`config.mk`:
```
export PLATFORM = sky130hd
export DESIGN_NAME = sobel_controller
export DESIGN_NICKNAME = d
export VERILOG_FILES = /design/src/rtl/sobel_controller.sv
export SDC_FILE = /design/constraint.sdc
export NUM_CORES = 1
export LEC_CHECK = 0
export CELL_PAD_IN_SITES_DETAIL_PLACEMENT = 1
export CELL_PAD_IN_SITES_GLOBAL_PLACEMENT = 1
export CORE_MARGIN = 1
export CORE_UTILIZATION = 49
export CTS_BUF_LIST = sky130_fd_sc_hd__clkbuf_2 sky130_fd_sc_hd__clkbuf_4 sky130_fd_sc_hd__clkbuf_8
export CTS_CLUSTER_SIZE = 16
export DETAILED_ROUTE_END_ITERATION = 6
export GPL_TIMING_DRIVEN = 1
export HOLD_SLACK_MARGIN = 0.02
export PLACE_DENSITY_LB_ADDON = 0.1
export SLEW_MARGIN = 20
export SYNTH_ARGS = -nofsm -noshare
export SYNTH_HDL_FRONTEND = slang
export SYNTH_SLANG_ARGS = --single-unit
```
`constraint.sdc`:
```
create_clock -name clk -period 10.2 [get_ports clk]
set_clock_uncertainty 0.1 [all_clocks]
set_input_delay 2.04 -clock clk [delete_from_list [all_inputs] [get_ports clk]]
set_output_delay 2.04 -clock clk [all_outputs]
set_load 0.01 [all_outputs]
```
`src/rtl/sobel_controller.sv`:
```
// sobel_controller: Sobel gradient stage between the blur and non-max-suppression stages.
// Caches each incoming blurred row segment in a 3-row window and computes the
// saturated |Gx|+|Gy| magnitude for the SEG_WIDTH-2 interior columns, one per cycle.
// Optional feature macro: SOBEL_DIRECTION_EN adds quantized gradient direction.
// Ports:
//   clk, n_rst    clock, asynchronous active-low reset
//   blur_final    one-cycle strobe, blur_pixels holds a new segment
//   first_row     segment is image row 0 (replicated into the whole window)
//   blur_pixels   SEG_WIDTH x 8 blurred pixels
//   grad_out      (SEG_WIDTH-2) x 8 registered gradient magnitudes
//   grad_dir      (SEG_WIDTH-2) x 2 quantized direction (0 when feature absent)
//   grad_final    one-cycle strobe, whole output segment valid
//   busy          high while processing a segment
//   overrun       sticky, a segment arrived while mid-segment
module sobel_controller #(
    parameter int SEG_WIDTH = 16,
    parameter int SAT_MAX   = 255
) (
    input  logic                          clk,
    input  logic                          n_rst,
    input  logic                          blur_final,
    input  logic                          first_row,
    input  logic [SEG_WIDTH-1:0][7:0]     blur_pixels,
    output logic [SEG_WIDTH-3:0][7:0]     grad_out,
    output logic [SEG_WIDTH-3:0][1:0]     grad_dir,
    output logic                          grad_final,
    output logic                          busy,
    output logic                          overrun
);
    localparam int OW = SEG_WIDTH - 2;
    localparam int IW = $clog2(SEG_WIDTH);
    localparam logic [IW-1:0] LAST = IW'(SEG_WIDTH - 3);
    localparam logic [11:0] SAT = 12'(SAT_MAX);

    typedef enum logic {IDLE, PROCESS} state_t;

    state_t state_q, state_d;
    logic [IW-1:0] index_q, index_d, c1, c2;
    logic [SEG_WIDTH-1:0][7:0] r0_q, r0_d, r1_q, r1_d, r2_q, r2_d;
    logic [OW-1:0][7:0] grad_out_q, grad_out_d;
    logic grad_final_q, grad_final_d, overrun_q, overrun_d;
    logic last, accept;
    logic [9:0] left, right, top, bot, ax, ay;
    logic signed [10:0] gx, gy;
    logic [11:0] mag;
    logic [7:0] sat;

    always_comb begin
        last   = (state_q == PROCESS) && (index_q == LAST);
        accept = blur_final && ((state_q == IDLE) || last);
        c1     = index_q + IW'(1);
        c2     = index_q + IW'(2);
        // Column/row weighted sums read the pre-shift cache, so the last
        // column of a segment is unaffected by a same-edge accept.
        left   = {2'b0, r2_q[index_q]} + {1'b0, r1_q[index_q], 1'b0} + {2'b0, r0_q[index_q]};
        right  = {2'b0, r2_q[c2]} + {1'b0, r1_q[c2], 1'b0} + {2'b0, r0_q[c2]};
        top    = {2'b0, r2_q[index_q]} + {1'b0, r2_q[c1], 1'b0} + {2'b0, r2_q[c2]};
        bot    = {2'b0, r0_q[index_q]} + {1'b0, r0_q[c1], 1'b0} + {2'b0, r0_q[c2]};
        gx     = $signed({1'b0, right}) - $signed({1'b0, left});
        gy     = $signed({1'b0, top}) - $signed({1'b0, bot});
        ax     = gx[10] ? 10'(-gx) : gx[9:0];
        ay     = gy[10] ? 10'(-gy) : gy[9:0];
        mag    = {2'b0, ax} + {2'b0, ay};
        sat    = (mag > SAT) ? 8'(SAT_MAX) : mag[7:0];
        state_d      = state_q;
        index_d      = index_q;
        r0_d         = r0_q;
        r1_d         = r1_q;
        r2_d         = r2_q;
        grad_out_d   = grad_out_q;
        grad_final_d = last;
        overrun_d    = overrun_q | (blur_final && (state_q == PROCESS) && !last);
        if (state_q == PROCESS) begin
            grad_out_d[index_q] = sat;
            index_d = index_q + IW'(1);
            state_d = last ? IDLE : PROCESS;
        end
        if (accept) begin
            // A top-border row is replicated so the window has zero Gy.
            r2_d    = first_row ? blur_pixels : r1_q;
            r1_d    = first_row ? blur_pixels : r0_q;
            r0_d    = blur_pixels;
            index_d = '0;
            state_d = PROCESS;
        end
    end

    always_ff @(posedge clk or negedge n_rst) begin
        if (!n_rst) begin
            state_q      <= IDLE;
            index_q      <= '0;
            r0_q         <= '0;
            r1_q         <= '0;
            r2_q         <= '0;
            grad_out_q   <= '0;
            grad_final_q <= 1'b0;
            overrun_q    <= 1'b0;
        end else begin
            state_q      <= state_d;
            index_q      <= index_d;
            r0_q         <= r0_d;
            r1_q         <= r1_d;
            r2_q         <= r2_d;
            grad_out_q   <= grad_out_d;
            grad_final_q <= grad_final_d;
            overrun_q    <= overrun_d;
        end
    end

`ifdef SOBEL_DIRECTION_EN
    logic [OW-1:0][1:0] grad_dir_q, grad_dir_d;
    logic [1:0] dir;

    always_comb begin
        // Zero gradient falls into the first test and yields 0.
        dir = ({1'b0, ax} >= {ay, 1'b0}) ? 2'd0 :
              ({1'b0, ay} >= {ax, 1'b0}) ? 2'd2 :
              (gx[10] == gy[10])         ? 2'd1 : 2'd3;
        grad_dir_d = grad_dir_q;
        if (state_q == PROCESS) grad_dir_d[index_q] = dir;
    end

    always_ff @(posedge clk or negedge n_rst) begin
        if (!n_rst) grad_dir_q <= '0;
        else        grad_dir_q <= grad_dir_d;
    end

    assign grad_dir = grad_dir_q;
`else
    assign grad_dir = '0;
`endif

    assign grad_out   = grad_out_q;
    assign grad_final = grad_final_q;
    assign overrun    = overrun_q;
    assign busy       = (state_q == PROCESS);
endmodule
```
Word-level counts from Yosys, hierarchy flattened. Index checks and enable logic that the tools add are counted.

Output and inout port bits: 143. Register bits after elaboration: 503. Bits of input ports: 132. Word-level logic and storage cells: 126.

Magnitude comparators: 5. Mux-type cells: 29. Bitwise operators: 2. Reductions and logical operators: 8. Eq/ne operators: 1. Add/subtract/negate cells: 15.

Operators by type and width (number): binary-select mux 8 bit (select 4 bit) (8); 2-to-1 mux 128 bit (2); bitwise mux 112 bit (1); 2-to-1 mux 8 bit (10); adder 10 x 8 -> 10 bit (4); adder 8 x 9 -> 10 bit (4); demux 8 bit (select 4 bit) (1); subtractor 10 x 10 -> 11 bit (2); 2-to-1 mux 10 bit (2); negator 10 bit (2); < comparator 4 x 5 -> 1 bit (second input constant) (3); adder 10 x 10 -> 11 bit (1); greater-than comparator 11 x 8 -> 1 bit (second input constant) (1); 2-to-1 mux 4 bit (2); logical AND 1 bit (5); adder 4 x 1 -> 4 bit (second input constant) (1); adder 4 x 2 -> 4 bit (second input constant) (1); == test 4 bit (second input constant) (1); greater-or-equal comparator 4 x 1 -> 1 bit (second input constant) (1); 2-to-1 mux 1 bit (3); nonzero test 2 bit (1); logical NOT 1 bit (1); logical OR 1 bit (1); NOT 1 bit (1); OR 1 bit (1).

Longest topological paths before layout.
Word-level depth: 12. Gate-level depth with buffers: 32. Mapped depth without buffers: 25.

Worst setup path after synthesis. Ideal clock, no wire load.

Path kind: flip-flop to flip-flop. Start point: register index_q[0]. End point: register grad_out_q, in the netlist grad_out[31]. Cell stages (with the launch flop): 28. Path buffers: 7. Data arrival time: 8.471 ns. Slack: 1.492 ns. Clock period less this slack: 8.708 ns. Library setup time: 0.137 ns. Path through: dfrtp_1 > buf_2 > buf_2 > buf_2 > buf_1 > inv_1 > ha_1 > buf_4 > buf_1 > mux4_2 > mux4_2 > fa_1 > fa_1 > fa_1 > ha_1 > a21o_1 > o21bai_1 > a21boi_0 > o21bai_1 > mux2_2 > fa_1 > a211oi_2 > o21bai_1 > a21oi_1 > o2bb2ai_2 > nor4_4 > buf_6 > a21oi_1.

Longest elaborated chain between the ends: 12.

Ends and longest elaborated chain: from (decl) (line 38) `logic [IW-1:0] index_q, index_d, c1, c2;`; from (signal assigned) (line 100) `index_q <= index_d;`; adder 4 x 2 -> 4 bit or adder 4 x 1 -> 4 bit (tied branches) (line 52, 51); binary-select mux 8 bit (select 4 bit) (on tied branches) (line 56, 57, 58); 2-to-1 mux 8 bit (on tied branches) (line 56, 57, 58); adder 8 x 9 -> 10 bit (on tied branches) (line 56, 57, 58); adder 10 x 8 -> 10 bit (on tied branches) (line 56, 57, 58); subtractor 10 x 10 -> 11 bit (on tied branches) (line 59, 60); negator 10 bit (on tied branches) (line 61, 62); 2-to-1 mux 10 bit (on tied branches) (line 61, 62); adder 10 x 10 -> 11 bit (line 63) `mag = {2'b0, ax} + {2'b0, ay};`; greater-than comparator 11 x 8 -> 1 bit (line 64) `sat = (mag > SAT) ? 8'(SAT_MAX) : mag[7:0];`; 2-to-1 mux 8 bit (line 64); bitwise mux 112 bit * (line 74) `grad_out_d[index_q] = sat;`; to (signal assigned) (line 104) `grad_out_q <= grad_out_d;`; to (decl) (line 40) `logic [OW-1:0][7:0] grad_out_q, grad_out_d;`.

Mark *: on every way between the ends. The rest lies on a longest branch, timed or not. The select of a mux whose other input is x is not followed. A chain may end at the register's enable or synchronous reset.

Worst setup path in the final report.
Start point: register index_q[0]. End point: register grad_out_q, in the netlist grad_out[38].

Same word-level chain as after synthesis.

==> summary.md <==
| Metric | Value |
|---|---|
| Worst Max-Slew Pin Slew | 1070 ps |
| Post-Synthesis Cells | 2611 |
| Mean Syn Cell Area | 12.2 sq um |
| Netlist cell types | 61 |
| Layout area overhead | 15.7% |
| H-tree levels | 3 |
| Die area | 66200 sq um |
| Final WL | 103 mm |
| Clk sinks | 503 |
| CP Max Fanout | 32 |
| Sequential share of the synthesized area | 39.4% |
| Root buffer cell | clkbuf_8 |
| Area contributors post-synth | dfrtp_1 (39%), mux4_2 (23%), mux2i_1 (8.1%) |
| First-pass GRT wire length | 158 mm |
| Total Neg Setup Slack | 0 ps |
| Vias in the first global route | 24500 |
| Row cnt | 93 |
| Clk pin slew, worst setup/hold paths | 60 ps |
| Top cell type's share of synthesized area | 39.4% |
| Max-cap check violation count | 0 |
| Vias post-DR | 23400 |
| CP max stage delay | 940 ps |
| Final period util | 91.6% |
| CTS tree | done |
| Worst slack, placed | 820 ps |
| Antenna-violating nets left | 0 |
| Leading area contributor after synthesis | dfrtp_1 |
| Arrival time worst endpoint | 9780 ps |
| Initial antenna violation count | 7 |
| Maximum root-to-sink buffer count | 3 |
| Nets | 3014 |
| Final Setup Violations | 0 |
| HP Class | reg -> reg |
| GRT Util Overall | 31.8% |
| Primary FF master, synth | dfrtp_1 |
| Top Family by Delay on Critical Path | adder cells |
| Die Y | 257 microns |
| Crit path top cell by count | fa_1 |
| Drt wl/cell | 27.8 microns |
| Later-pin clock latency in the skew report | 730 ps |
| Fin. max-slew vios | 0 |
| Post-CTS resize count | 0 |
| Die X | 257 microns |
| Critical Path Start Type | flip-flop |
| EDFF count, synth | 0 |
| Pin count of the biggest net entering global routing | 199 |
| Core Box Area | 64500 sq um |
| RSZ-0062 raised after global routing | false |
| Initial DRC count | 2043 |
| Pre-Repair DR Iteration Count | 5 |
| Rel. slew slack | 28.4% |
| Ys async rst share | 100% |
| Worst path cell trace | inv_1 > ha_4 > buf_12 > mux4_2 > mux4_2 > fa_1 > fa_1 > fa_1 > ha_1 > o211ai_1 > o21bai_1 > a21boi_0 > o21bai_1 > mux2_2 > fa_1 > a211oi_2 > o21bai_1 > a21oi_1 > o2bb2ai_2 > nor4_4 > a21oi_1 |
| CP required | 10640 ps |
| Post-synth top cells | dfrtp_1 (503), nor2_1 (378), a21oi_1 (334) |
| Num CTS Buffers | 92 |
| Max Clock Freq | 107 MHz |
| Initial Util | 49.6% |
| Overflow after GRT | 0 |
| CP Capture Type | flip-flop |
| Layout cells sized above 1 | 24.1% |
| Hold slack final | 381 ps |
| Outcome | complete, no violations |
| Final HPWL DP | 75.6 mm |
| Vias per cell | 6.31 |
| Hold bufs inserted after CTS | 0 |
| Area of placed instances | 34900 sq um |
| Final setup margin | 860 ps |
| Worst Setup Path Type | reg -> reg |
| Fin. Hold Viols | 0 |
| Gp weighted congestion | 0.917 |
| CP bufs+invs | 2 |
| Final Cell Area | 37000 sq um |
| Tmin final | 9340 ps |
| Seq cells post-synth | 503 |
| IO Count | 275 |
| Post-Syn Area | 32000 sq um |
| Top-count cell post-synth | dfrtp_1 |
| Setup Buffers After CTS | 0 |
| Drt drc | 0 |
| Critical-path top delay cell | nor4_4 |
| Yosys warns | 0 |
| PortBufs | 246 |
flip-flops by register name, summed over array words and instances (netlist names):
| register | cells |
|---|---|
| busy | 1 |
| grad_final | 1 |
| grad_out | 112 |
| index_q | 4 |
| overrun | 1 |
| r0_q | 128 |
| r1_q | 128 |
| r2_q | 128 |
final cells by class:
class,instances,area (sq um)
inverters,119,447
multi-input cells,1781,18000
fillers,6475,27500
repair buffers,281,2860
clock buffers,145,1830
diodes,6,15.0
well taps,855,1070
flip-flops and latches,503,12600
clock inverters,15,174
worst register-to-register path, delay by kind of cell, from the launching register on:
family / cells / cell delay (ps)
fa+ha+maj: 6 / 3080
compound gates: 9 / 2210
mux: 3 / 1520
simple gates: 1 / 950
flops: 1 / 810
buf+inv: 2 / 530
cells in the final DEF (no fill, tap or decap), types with 4 or more instances in the layout:
master and instances:
nor3_1 4, clkinv_2 5, conb_1 28, clkbuf_8 118
a21oi_1 333, nand2_1 33, clkdlybuf4s50_1 244, mux4_2 320
fa_1 63, nor2_1 378, nor4_4 6, xor2_1 12
o21bai_1 5, mux2i_1 257, inv_1 119, buf_12 9
a31oi_1 34, o21a_1 4, xnor2_1 24, dfrtp_1 499
mux2_2 130, buf_4 25, clkbuf_4 27, ha_1 39
diode_2 6, a21o_1 8, a21oi_2 5, o21ai_0 25
o211ai_1 4, nand3_1 6
per-stage QoR:
stage / utilization [%] / std cells
CTS: 57.3 / 3698
floorplan: - / 2638
finish: 57.3 / 3705
global route: 57.3 / 3703
detailed placement: 54.2 / 3538
global placement: 54.2 / 3538
final timing paths:
check                           cells past startpoint    startpoint           end  slack (ps)
worst max register to register                     21    index_q[0]  grad_out[38]         860
worst max-delay path                               21    index_q[0]  grad_out[38]         860
worst min-delay path                                2  grad_out[73]  grad_out[73]         380
max in group asynchronous                           3         n_rst     r1_q[125]        6690
min in group asynchronous                           1         n_rst      r0_q[14]        1260
worst min register to register                      2  grad_out[73]  grad_out[73]         380
kinds of logic (layout without fill, tap and decap cells):
| logic type | Yosys count | count (layout) | share of synthesized area, % |
|---|---|---|---|
| other cells | 1 | 34 | 0.0117 |
| flops | 503 | 503 | 39.4 |
| simple gates | 464 | 464 | 6.32 |
| buf+inv | 354 | 560 | 4.97 |
| xor+xnor | 39 | 39 | 1.07 |
| mux | 707 | 707 | 35.2 |
| fa+ha+maj | 104 | 104 | 5.55 |
| compound gates | 439 | 439 | 7.50 |
layer usage:
metal	up-vias	part of all wire, %	track usage, %	wire (microns)
met5	-	0	0	0
met4	0	4.0	12.5	4120
met3	175	6.6	6.45	6860
met2	806	49	50.8	50200
met1	12500	41	42.8	42000
li1	9901	-	-	-
Power is not shown: default switching activity piles up to over one toggle a cycle in this logic, so the estimate is an artifact.
